--- src/rtl/bitserial_alu_ctrl.sv ---
// Bit-serial AND/OR/XOR/ADD sequencer: one result bit per clock, LSB first.
// Latency WIDTH+1 edges from start accept to done; start ignored while busy/done.
module bitserial_alu_ctrl #(
    parameter  int WIDTH = 32,
    localparam int CNT_W = $clog2(WIDTH)
) (
    input  logic             clk,
    input  logic             reset,
    input  logic             start,
    input  logic [1:0]       op,
    input  logic [WIDTH-1:0] A,
    input  logic [WIDTH-1:0] B,
    output logic             busy,
    output logic             done,
    output logic [WIDTH-1:0] result,
    output logic             carry_out,
    output logic             zero
);

    typedef enum logic [1:0] {
        S_IDLE = 2'd0,
        S_RUN  = 2'd1,
        S_DONE = 2'd2
    } state_t;

    localparam logic [1:0] OP_AND = 2'b00;
    localparam logic [1:0] OP_OR  = 2'b01;
    localparam logic [1:0] OP_XOR = 2'b10;
    localparam logic [1:0] OP_ADD = 2'b11;

    state_t             state_q, state_d;
    logic [CNT_W-1:0]   cnt_q;
    logic [WIDTH-1:0]   a_q, b_q, work_q, work_d, result_q;
    logic [1:0]         op_q;
    logic               c_q, c_d;
    logic               cout_q, zero_q;
    logic               bit_d;
    logic               last_bit;

    assign last_bit = (state_q == S_RUN) && (cnt_q == CNT_W'(WIDTH - 1));

    always_ff @(posedge clk or posedge reset) begin
        if (reset) state_q <= S_IDLE;
        else       state_q <= state_d;
    end

    // Any illegal encoding falls back to IDLE through the default arm.
    always_comb begin
        state_d = S_IDLE;
        case (state_q)
            S_IDLE:  state_d = start ? S_RUN : S_IDLE;
            S_RUN:   state_d = last_bit ? S_DONE : S_RUN;
            S_DONE:  state_d = S_IDLE;
            default: state_d = S_IDLE;
        endcase
    end

    always_comb begin
        busy = 1'b0;
        done = 1'b0;
        case (state_q)
            S_RUN:   busy = 1'b1;
            S_DONE:  done = 1'b1;
            default: ;
        endcase
    end

    // The 1-bit cell: operand LSBs plus the carry flop.
    always_comb begin
        bit_d = 1'b0;
        c_d   = 1'b0;
        case (op_q)
            OP_AND: bit_d = a_q[0] & b_q[0];
            OP_OR:  bit_d = a_q[0] | b_q[0];
            OP_XOR: bit_d = a_q[0] ^ b_q[0];
            OP_ADD: begin
                bit_d = a_q[0] ^ b_q[0] ^ c_q;
                c_d   = (a_q[0] & b_q[0]) | (a_q[0] & c_q) | (b_q[0] & c_q);
            end
            default: ;
        endcase
        work_d = {bit_d, work_q[WIDTH-1:1]};
    end

    always_ff @(posedge clk or posedge reset) begin
        if (reset) begin
            a_q      <= '0;
            b_q      <= '0;
            op_q     <= OP_AND;
            cnt_q    <= '0;
            c_q      <= 1'b0;
            work_q   <= '0;
            result_q <= '0;
            cout_q   <= 1'b0;
            zero_q   <= 1'b1;
        end else begin
            case (state_q)
                S_IDLE: begin
                    if (start) begin
                        a_q    <= A;
                        b_q    <= B;
                        op_q   <= op;
                        cnt_q  <= '0;
                        c_q    <= 1'b0;
                        work_q <= '0;
                    end
                end
                S_RUN: begin
                    a_q    <= a_q >> 1;
                    b_q    <= b_q >> 1;
                    c_q    <= c_d;
                    work_q <= work_d;
                    cnt_q  <= last_bit ? '0 : cnt_q + CNT_W'(1);
                    if (last_bit) begin
                        result_q <= work_d;
                        cout_q   <= c_d;
                        zero_q   <= (work_d == '0);
                    end
                end
                default: ;
            endcase
        end
    end

    assign result    = result_q;
    assign carry_out = cout_q;
    assign zero      = zero_q;

endmodule

--- config.mk ---
export PLATFORM = sky130hd
export DESIGN_NAME = bitserial_alu_ctrl
export DESIGN_NICKNAME = d
export VERILOG_FILES = /design/src/rtl/bitserial_alu_ctrl.sv
export SDC_FILE = /design/constraint.sdc
export NUM_CORES = 1
export LEC_CHECK = 0
export ABC_AREA = 0
export CAP_MARGIN = 20
export CORE_ASPECT_RATIO = 0.6
export CORE_MARGIN = 2
export CORE_UTILIZATION = 45
export DETAILED_ROUTE_END_ITERATION = 6
export GPL_ROUTABILITY_DRIVEN = 1
export PLACE_DENSITY = 0.74
export SLEW_MARGIN = 40
export SYNTH_ARGS = -nofsm -noshare
export SYNTH_HDL_FRONTEND = slang
export SYNTH_SLANG_ARGS = --single-unit
--- constraint.sdc ---
create_clock -name clk -period 14.4 [get_ports clk]
set_input_delay 4.32 -clock clk [delete_from_list [all_inputs] [get_ports clk]]
set_output_delay 4.32 -clock clk [all_outputs]
set_load 0.02 [all_outputs]
* Yosys cells after proc, flatten, opt, wreduce, memory -nomap -nowiden
Cells that the tools add are included. Widths: inputs -> output; s select.
Storage, ports and cells: bits in read-only memories 0, input port bits 69, latch bits 0, bits in writable memories 0, bits in registers 140, memories kept 0, output and inout bits 36
Cells by class: divide/modulo/power cells 0, equal/unequal tests 7, bitwise logic cells 8, mux-type cells 18, add/subtract/negate cells 1, $mul 0, reductions and logical operators 8, shift operators 0, magnitude comparators 0
Operators with widths (number):
- $pmux 32 s2 | 3
- $mux 32 | 3
- $logic_not 32->1 | 1
- $mux 5 | 2
- $pmux 5 s2 | 1
- $eq 2x2->1 const B | 3
- $reduce_and 2->1 | 3
- $add 5x1->5 const B | 1
- $eq 5x5->1 const B | 1
- $mux 1 | 5
- $eq 2x1->1 const B | 2
- $logic_not 2->1 | 2
- $pmux 1 s4 | 1
- $pmux 2 s2 | 1
- $and 1x1->1 | 3
- $or 1x1->1 | 3
- $mux 2 | 1
- $ne 2x2->1 const B | 1
- $pmux 1 s2 | 1
- $reduce_bool 2->1 | 1
- $xor 1x1->1 | 2
- $logic_and 1x1->1 | 1

* Depth between registers and ports, before layout
depth after elaboration 5, mapped depth 8, depth with buffers taken out 6

* Worst setup path after synthesis
Ideal clock, no wire load.
path type reg2out, start reg state_q[1], end out busy, data required time 10080 ps, arrival time 1024 ps, path slack 9056 ps, cell stages (with the launch flop) 5, path through dfrtp_1 -> nand2b_1 -> buf_4 -> inv_4 -> buf_2
On the way: longest elaborated chain between the ends 2
Ends and longest elaborated chain:
- from (decl) | RTL line 31 | state_t state_q, state_d;
- from (signal assigned) | RTL line 44 | else state_q <= state_d;
- $eq 2x1->1 | RTL line 61 | case (state_q)
- $mux 1 | RTL line 61
- to (decl) | RTL line 13 | output logic busy,
Every way passes these cells.

* Worst setup path after layout
Ends and elaborated chain as after synthesis.

==> flow_results.org <==
** Worst setup path
- Worst setup path startpoint :: state_q[1]
- Sort of element at the start of the critical path :: flop
- Endpoint of the lowest-slack register-to-register path :: b_q[22]
- Data on the critical path is required at its endpoint by 10080 ps.
- Max stage delay on crit path :: 730 ps
- The critical path is of the flop to primary output type.
- In this run the register-to-register setup slack is 12270 ps.
- RR Startpoint :: state_q[0]
- Critical path destination :: busy
- Endpoint kind of the worst setup timing path :: primary output
- Of all nets on the critical path, the largest fanout is 69.
- Critical Path Slowest Stage Cell :: clkdlybuf4s50_1
- Depth of the worst register-to-register path :: 5
- At the worst endpoint, the arrival time is 2680 ps.
- Traced cell by cell, the critical path runs through nand2b_2, buf_4, inv_6, clkdlybuf4s50_1.

** Power and ir drop
- The worst-case IR drop observed on VDD is 0.0799 mV.
- Leakage :: 3.55 nW
- Power density relative to cell area :: 205 nW/µm²
- Total power for the finished layout comes to 1.58 mW.

** STA
- Headroom to the max-slew limit came out at 51.8%.
- Fin Setup TNS :: 0 ps
- The number of hold violations in the final report came to 0.
- Transition time at the pin with the least slew margin :: 722 ps
- Final worst hold slack :: 478 ps
- Min cycle time layout :: 7000 ps
- The final critical path takes up 48.6% of the cycle.
- Setup violations remaining at the end of the flow were counted as 0.
- The clock arrives with 6.91 ps of skew.
- Once routing completed, OpenROAD measured the worst setup slack at 7400 ps.
- The number of pins exceeding their max-slew limit in the final report was 0.
- Unrepaired setup endpoints after global routing :: no
- Timing would allow up to 0.143 GHz.

** Floorplanning
- Initial cell density of the core :: 45.8%
- Die Y-Extent :: 92.4 µm
- Die extent in x :: 151 µm
- The die covers 14000 µm².
- Row count :: 32
- Placeable core region :: 12800 µm²
- For this design the top-level I/O count stands at 105.

** Synth
- Post-synthesis instance area :: 5860 µm²
- Gate count of the mapped netlist :: 476
- Distinct cell type count after synthesis :: 32
- Syn Nets :: 550
- The average instance in the mapped netlist occupies 12.3 µm².
- Yosys warning count :: 0
- Post-synthesis sequential area ratio :: 59.4%
- Number of enable flip-flop cells after synthesis :: 0
- FF+latch count, synth :: 139
- Of all flip-flops after synthesis, the portion carrying an async set or reset was 100%.
- The most used flip-flop cell after synthesis is dfrtp_1.

** Clocking
- Post-CTS timing repair inserted 0 buffers for setup.
- The H-tree was split into 4 levels.
- Hold-fix buffer count after cts :: 0
- Number of clock sinks :: 139
- After clock tree synthesis, the clock-pin slew on the worst setup and hold paths is 60 ps.
- Post-CTS repair changed the size of 0 cells.
- Worst-case clock buffer depth :: 2
- For the worst-skew pair, the clock arrives at the later sink with an insertion delay of 400 ps.
- CTS tree :: done
- CTS root buffer :: clkbuf_16
- Number of buffers created by CTS :: 17

** Global route
- Global routing used 18.2% of the available tracks across all layers.
- After global routing the overflow that remains totals 0.
- The via count of the first global-routing pass is 3895.
- Entering global routing, the biggest net connects 109 pins.
- Number of antenna violations at the first check in global routing :: 0
- Wire length of the first global-routing pass :: 19700 µm

** Cells and area
- Layout cells sized above 1 :: 13.5%
- Filler cells :: 1008
- Relative to the synthesized area, the layout overhead comes to 31.3%.
- 0 antenna diodes ended up in the layout.
- Net count, final :: 648
- Design Area, Final :: 7690 µm²
- The finished layout holds 757 standard cells, fillers aside.
- Final cell utilization of the core :: 60.2%

** Place
- Cells after DPL :: 724
- After legalization and detailed placement, the total HPWL measured 7870 µm.
- Minimum setup slack after placement :: 7730 ps
- Global placer's final weighted congestion :: 0.793
- Buffers placed on the I/O ports in this run total 104.
- Post-placement cell area :: 7020 µm²

** Route
- Routed length per instance :: 15.7 µm
- Dividing the detail-routed via count by the number of cells gives 5.18.
- Number of antenna-violating nets in the routed design :: 0
- The detailed router finished its first iteration with 241 violations.
- After detailed routing, the total wire length is 11900 µm.
- Number of detailed-routing iterations run before antenna repair :: 4
- In the routed design, unresolved DRC markers number 0.
- Count of vias placed by the detailed router :: 3919

** Min path
- The worst hold path begins at b_q[17].
- Class of the tightest hold or removal check :: flop to flop

** Flow run
- Across the run, the number of max-cap violations was 0.

** Outcome
- Outcome :: finished, final reports clean
[cells in the mapped netlist, types with 5 or more instances]
cell type,count,area share (%)
a22o_1,35,5.2
buf_2,17,1.5
buf_4,5,0.64
clkbuf_1,7,0.45
dfrtp_1,138,59
inv_1,7,0.45
mux2_2,35,6.7
mux2i_1,63,11
nand2_1,67,4.3
nor4_1,7,0.75
o21ai_0,59,5.0
o21ai_1,6,0.51
[metal layers]
metal	GRT usage, %	up-vias	part of all wire (%)
met5	0	-	0
met4	4.52	0	0.55
met3	4.73	6	4.8
met2	26.4	88	42
met1	27.4	1925	52
li1	-	1900	-
[cell type report]
| class | instances | area (µm²) | share of cell area (%) |
|---|---|---|---|
| clock inverters | 11 | 165 | 2.15 |
| inverters | 8 | 40.0 | 0.521 |
| clock buffers | 21 | 470 | 6.12 |
| repair buffers | 111 | 1140 | 14.9 |
| well taps | 170 | 213 | 2.77 |
| flip-flops and latches | 139 | 3480 | 45.3 |
| multi-input cells | 297 | 2170 | 28.3 |
[state kept, by name, indices dropped and copies added, names as in the netlist]
register,cells
a_q,32
b_q,32
result,32
work_q,31
cnt_q,5
op_q,2
state_q,2
c_q,1
carry_out,1
zero,1
[worst min-delay path by stage]
stage	to	cells past startpoint
after detailed placement	b_q[2]	2
after global routing	a_q[26]	2
after floorplan	a_q[20]	2
after global placement	b_q[2]	2
final	b_q[17]	2
after CTS	b_q[2]	2
[logic make-up (layout without fill, tap and decap cells)]
| kind of cell | Yosys count | after routing | share of synthesized area (%) |
|---|---|---|---|
| DFF | 139 | 139 | 59.4 |
| and+or+nand+nor | 87 | 87 | 6.35 |
| AOI/OAI and AO/OA | 106 | 106 | 11.5 |
| buffers and inverters | 40 | 151 | 3.68 |
| muxes | 99 | 99 | 17.9 |
| adders and majority gates | 5 | 5 | 1.20 |
[worst max-delay path: cells and delay by family, from the launching register on]
kind / cells / cell delay (ps)
buffers and inverters: 3 / 1560
flip-flops: 1 / 450
AND/OR/NAND/NOR: 1 / 200
[cell usage in the layout (no fill, tap or decap), types with 4 or more instances in the layout]
cell | netlist | routed
clkbuf_16 | 0 | 17
clkinv_2 | 0 | 4
a22o_1 | 35 | 35
inv_1 | 7 | 6
nor4_1 | 7 | 7
clkdlybuf4s50_1 | 0 | 104
mux2_2 | 35 | 35
o21ai_1 | 6 | 6
o21ai_0 | 59 | 59
nand2_1 | 67 | 67
bufinv_16 | 0 | 4
mux2i_1 | 63 | 63
dfrtp_1 | 138 | 138
ha_1 | 4 | 4
[where the power goes]
part,total (mW),internal (mW),switching (mW)
registers,0.651,0.542,0.109
clock network,0.462,0.304,0.158
logic,0.463,0.241,0.222
(Power assumes the default switching activity.)
